`src/rtl/rvb_dout_fifo_if.sv`:
```
// rvb_dout_fifo_if: result handshakes between rvb_full worker, dout buffer and consumer
interface rvb_dout_fifo_if #(
  parameter int XLEN  = 32,
  parameter int DEPTH = 4
);
  logic                     in_valid;
  logic                     in_ready;
  logic [XLEN-1:0]          in_rd;
  logic                     out_valid;
  logic                     out_ready;
  logic [XLEN-1:0]          out_rd;
  logic [$clog2(DEPTH):0]   count;
  modport slave (input in_valid, in_rd, out_ready, output in_ready, out_valid, out_rd, count);
  modport master (output in_valid, in_rd, out_ready, input in_ready, out_valid, out_rd, count);
endinterface

```
`src/rtl/rvb_dout_fifo.sv`:
```
// rvb_dout_fifo: in-order result buffer after rvb_full; RVB_DOUT_FIFO_BYPASS_EN adds zero-latency pass-through when empty
module rvb_dout_fifo #(
  parameter int XLEN  = 32,
  parameter int DEPTH = 4
) (
  input logic              clock,
  input logic              reset,
  rvb_dout_fifo_if.slave   bus
);
  localparam int AW = $clog2(DEPTH);
  logic [XLEN-1:0] mem [DEPTH];
  logic [AW:0]     wp, rp;
  logic            empty, full, push, pop;
  assign empty        = wp == rp;
  assign full         = (wp[AW-1:0] == rp[AW-1:0]) && (wp[AW] != rp[AW]);
  assign bus.in_ready = !full;
  assign bus.count    = wp - rp;
`ifdef RVB_DOUT_FIFO_BYPASS_EN
  logic byp;
  // an empty buffer forwards the offered result; if taken at once nothing is stored
  assign byp           = empty && bus.in_valid && bus.out_ready;
  assign bus.out_valid = !empty || bus.in_valid;
  assign bus.out_rd    = empty ? bus.in_rd : mem[rp[AW-1:0]];
  assign push          = bus.in_valid && !full && !byp;
`else
  assign bus.out_valid = !empty;
  assign bus.out_rd    = mem[rp[AW-1:0]];
  assign push          = bus.in_valid && !full;
`endif
  assign pop = !empty && bus.out_ready;
  always_ff @(posedge clock) begin
    if (reset) begin
      wp <= '0;
      rp <= '0;
    end else begin
      if (push) wp <= wp + 1'b1;
      if (pop) rp <= rp + 1'b1;
    end
  end
  always_ff @(posedge clock) begin
    if (push && !reset) mem[wp[AW-1:0]] <= bus.in_rd;
  end
endmodule

```
`src/flat_wrapper.sv`:
```
// flat-port wrapper written by rule: the top's interface ports become plain ports
module rvb_dout_fifo_flat 
#(
  parameter int XLEN  = 32,
  parameter int DEPTH = 4
)
  (clock, reset, bus_in_valid, bus_in_rd, bus_out_ready, bus_in_ready, bus_out_valid, bus_out_rd, bus_count);
  rvb_dout_fifo_if #(.XLEN(XLEN), .DEPTH(DEPTH)) bus_i ();
  input logic clock;
  input logic reset;
  input wire logic [$bits(bus_i.in_valid)-1:0] bus_in_valid;
  input wire logic [$bits(bus_i.in_rd)-1:0] bus_in_rd;
  input wire logic [$bits(bus_i.out_ready)-1:0] bus_out_ready;
  output wire logic [$bits(bus_i.in_ready)-1:0] bus_in_ready;
  output wire logic [$bits(bus_i.out_valid)-1:0] bus_out_valid;
  output wire logic [$bits(bus_i.out_rd)-1:0] bus_out_rd;
  output wire logic [$bits(bus_i.count)-1:0] bus_count;
  assign bus_i.in_valid = bus_in_valid;
  assign bus_i.in_rd = bus_in_rd;
  assign bus_i.out_ready = bus_out_ready;
  assign bus_in_ready = bus_i.in_ready;
  assign bus_out_valid = bus_i.out_valid;
  assign bus_out_rd = bus_i.out_rd;
  assign bus_count = bus_i.count;
  rvb_dout_fifo #(.XLEN(XLEN), .DEPTH(DEPTH)) u_core (.clock(clock), .reset(reset), .bus(bus_i));
endmodule
```
`config.mk`:
```
export PLATFORM = sky130hd
export DESIGN_NAME = rvb_dout_fifo_flat
export DESIGN_NICKNAME = d
export VERILOG_FILES = /design/src/rtl/rvb_dout_fifo_if.sv /design/src/rtl/rvb_dout_fifo.sv /design/src/flat_wrapper.sv
export SDC_FILE = /design/constraint.sdc
export NUM_CORES = 1
export LEC_CHECK = 0
export ABC_AREA = 0
export CAP_MARGIN = 20
export CORE_MARGIN = 8
export CORE_UTILIZATION = 35
export CTS_CLUSTER_DIAMETER = 100
export DETAILED_ROUTE_END_ITERATION = 10
export PLACE_DENSITY = 0.54
export SLEW_MARGIN = 20
export SYNTH_ARGS = -nofsm -noshare
export SYNTH_HDL_FRONTEND = slang
export SYNTH_SLANG_ARGS = --single-unit
```
`constraint.sdc`:
```
create_clock -name clock -period 3.4 [get_ports clock]
set_input_delay 0.68 -clock clock [delete_from_list [all_inputs] [get_ports clock]]
set_output_delay 0.68 -clock clock [all_outputs]
set_load 0.1 [all_outputs]
```
# Word level (Yosys, flattened, before mapping)
# Memory sizes are Yosys's and may differ from the RTL's. A register that Yosys moved wholly into a read port is not among the register bits.
# Index checks and enable logic that the tools add are counted.
[totals] inputBits=36 word_cells=20 mem_bits_rw=128 output_inout_bits=37 register_bits=6 memories=1
[memory_table] name="u_core.mem" depth=4 word_bits=32 rd=1 rd_clocked_by_memory_dff=1 write_ports=1 line="rvb_dout_fifo.sv:11" text="logic [XLEN-1:0] mem [DEPTH];"
[op_classes] n_reduce_logical=7 muxes=4 n_eq_ne=3 addsub=3
[ops] op="adder 3 x 1 -> 3 bit, second input constant" n=2
[ops] op="logical AND 1 bit" n=4
[ops] op="two-way mux 2 bit" n=2
[ops] op="== test 3 bit" n=1
[ops] op="zero test 1 bit" n=3
[ops] op="subtractor 3 bit" n=1
[ops] op="== test 2 bit" n=1
[ops] op="two-way mux 1 bit" n=2
[ops] op="!= test 1 bit" n=1

# Longest topological paths before layout
[logic_depth] ltp_word=7 depth_mapped=6 depth_no_buf=5

# Worst setup path after synthesis
# No wires, ideal clock.
[synth_path] path_kind="reg-to-output" start="register u_core.wp[0]" end="output port bus_count[2]" path_buffers=0 t_arrival_ns=2.611 path_slack_ns=0.109 stages_incl_launch_ff=5 required_time_ns=2.720 path_cell_list="dfxtp_1 -> inv_1 -> ha_1 -> fa_1 -> xnor2_1"
[synth_between] elab_chain_cells=1
[synth_lines] element="from (decl)" line="rvb_dout_fifo.sv:12" text="logic [AW:0] wp, rp;"
[synth_lines] element="from (signal assigned)" line="rvb_dout_fifo.sv:36" text="if (push) wp <= wp + 1'b1;"
[synth_lines] element="subtractor 3 bit" line="rvb_dout_fifo.sv:17" text="assign bus.count = wp - rp;"
[synth_lines] element="to (decl)" line="flat_wrapper.sv:17" text="output wire logic [$bits(bus_i.count)-1:0] bus_count;"
# Every way passes these cells.

==> results.md <==
- Outcome: finished, final reports clean
- Critical path type: reg -> out
- Initial antenna violation count: 0
- Area growth from synthesis to layout: 27.9%
- Post-route minimum period: 2.74 ns
- Slew of the pin with the lowest slew margin: 0.908 ns
- RSZ-0062 raised after global routing: false
- Cells along the critical path: mux4_2 -> buf_4
- Slowest cell on the critical path: dfxtp_2
- Worst Path Max Fanout: 32
- Hold_sp: u_core.wp[0]
- Layout Nets: 373
- DR iter-0 viols: 93
- Drt drc: 0
- Post-CTS sizing: 0
- Die Wd: 138 um
- Upper clock frequency limit: 364 MHz
- RD Place Congestion: 0.723
- Yosys warns: 0
- Setup Fix Bufs, Post-CTS: 0
- Crit end category: output port
- Root Driver: clkbuf_16
- Number of port buffers: 72
- Fill cell count: 1,234
- Cells on worst reg2reg path: 6
- Number of global-route vias before repair: 2,836
- Tot GR Track Use: 11.2%
- DRT Pass-1 Iters: 4
- DR WL/cell: 19.4 um
- Initial core utilization: 35.9%
- Cell Rows: 44
- Reg-to-reg endpoint: u_core.mem[3][9]
- Largest net degree at the start of global routing: 33
- Number of cells on the worst hold path: 2
- Avg Inst Size Synth: 22.1 um^2
- Via-to-Cell Ratio: 4.86
- CP Data Required Time: 2.72 ns
- Core area: 14,600 um^2
- Synth Instances: 237
- Antenna Cells: 0
- Final Hold Vio Count: 0
- Dpl hpwl: 6.83 mm
- Cell area after synthesis: 5230 um^2
- #FFs+latches synth: 136
- Ports: 73
- CTS tree: done
- Sequential share of the synthesized area: 76.5%
- HP Class: reg -> reg
- Commonest non-fill, non-tap cell in the layout: edfxtp_1
- Cts hold-fix bufs: 0
- Reg clk slew, reported paths: 0.05 ns
- Critical path data arrival time: 2.06 ns
- Fin crit share: 80.7%
- Slew HR: 39.5%
- Total die area: 19,100 um^2
- Vias: 2,551
- Hold endpoint: u_core.wp[0]
- Mapped Nets: 281
- Distinct cells, synth: 27
- Clk buf depth: 2
- Max-Cap Viols: 0
- Inserted Clock Buffers: 17
- Share of layout cells above drive strength 1: 33.1%
- Clock Sinks: 136
- Setup Skew: 0.00459 ns
- Die height: 138 um
- Commonest cells after routing, fill and taps aside: edfxtp_1 (128), buf_4 (48), clkdlybuf4s50_1 (35)
- Critical Path Max Stage Delay: 0.92 ns
- Setup TNS: 0 ns
- Total wire length: 10.2 mm
- Final setup violating endpoints: 0
- First-pass GRT wire length: 16.2 mm
- R2r setup slk: 0.99 ns
- Max-slew violation count: 0
- Clk Latency, worst-skew pair: 0.41 ns
- CTS H-tree depth: 4
- Grt total ovfl: 0
- Final ANT Viol Nets: 0
- Startpoint types: register
- Start of the worst register-to-register path: u_core.wp[0]
-- per-layer routing --
layer / part of all wire (%) / vias up / wire length [um] / GRT usage [%]
met3: 5.3 / 14 / 539 / 4.52
met5: 0 / - / 0 / 0
met2: 48 / 73 / 4890 / 17.5
li1: - / 1177 / - / -
met4: 1.4 / 0 / 144 / 4.46
met1: 45 / 1287 / 4610 / 13.6
-- worst max-delay path, delay by kind of cell, from the launching register on --
| family | cells | cell delay, ns |
|---|---|---|
| buf+inv | 1 | 0.26 |
| flops | 1 | 0.92 |
| mux | 1 | 0.46 |
-- worst max-delay path by stage --
stage	startpoint	endpoint
after floorplan	u_core.wp[0]	bus_count[2]
after global placement	bus_in_valid	u_core.mem[1][27]
after detailed placement	bus_in_valid	u_core.mem[1][28]
after CTS	register	bus_out_rd[30]
after global routing	u_core.wp[0]	bus_count[2]
final	register	bus_out_rd[31]
-- synthesized netlist by cell type --
cell type | n | area share [%]
edfxtp_1 | 128 | 73
o311ai_1 | 2 | 0.33
ha_1 | 7 | 1.7
dfxtp_1 | 8 | 3.1
a211o_1 | 1 | 0.17
buf_6 | 5 | 1.1
nand3_1 | 2 | 0.19
nand4_1 | 3 | 0.36
and2_4 | 1 | 0.17
inv_1 | 5 | 0.36
a21oi_1 | 1 | 0.096
nor2b_1 | 2 | 0.24
a31oi_1 | 3 | 0.36
a41oi_1 | 2 | 0.33
clkinv_1 | 1 | 0.072
or3_1 | 1 | 0.12
buf_2 | 5 | 0.48
and3_1 | 4 | 0.48
o311ai_0 | 3 | 0.50
and3_2 | 1 | 0.14
nand2_1 | 11 | 0.79
a21oi_2 | 1 | 0.17
nor3b_1 | 4 | 0.57
fa_1 | 1 | 0.38
xor2_2 | 1 | 0.31
mux4_2 | 32 | 14
xnor2_1 | 2 | 0.33
-- registers in the layout, summed over array words and instances, names as in the netlist, named ones only --
name / flops
u_core.wp: 3
u_core.rp: 3
u_core.mem: 128
-- cells by family (layout without fill, tap and decap cells) --
kind of cell    after synthesis  in the layout  synth area share [%]
flops                       136            136                  76.5
mux                          32             32                  13.8
simple gates                 29             29                  3.06
buf+inv                      16            120                  1.98
compound gates               13             13                  1.96
fa+ha+maj                     8              8                  2.06
xor+xnor                      3              3                 0.646
-- cell type report --
type                            instances  area, um^2  share of cell area [%]
Tap cell                              184         230                    3.44
Inverter                                6        22.5                   0.337
Multi-Input combinational cell         85        1130                    16.9
Timing Repair Buffer                   83         711                    10.6
Sequential cell                       136        4010                    59.9
Clock inverter                         11         155                    2.32
Clock buffer                           20         437                    6.53
-- per-stage QoR --
step / hold slack, ns / instance area [um^2] / utilization [%] / worst slack (ns) / instances
global placement: 0.540 / 6100 / 41.8 / 0.855 / 494
finish: 0.559 / 6690 / 45.9 / 0.656 / 525
global route: 0.574 / 6690 / 45.9 / 0.556 / 525
CTS: 0.560 / 6690 / 45.9 / 0.603 / 525
detailed placement: 0.552 / 6100 / 41.8 / 0.850 / 494
floorplan: 0.511 / 5230 / - / 0.109 / 237
Power is not shown: default switching activity piles up to over one toggle a cycle in this logic, so the estimate is an artifact.
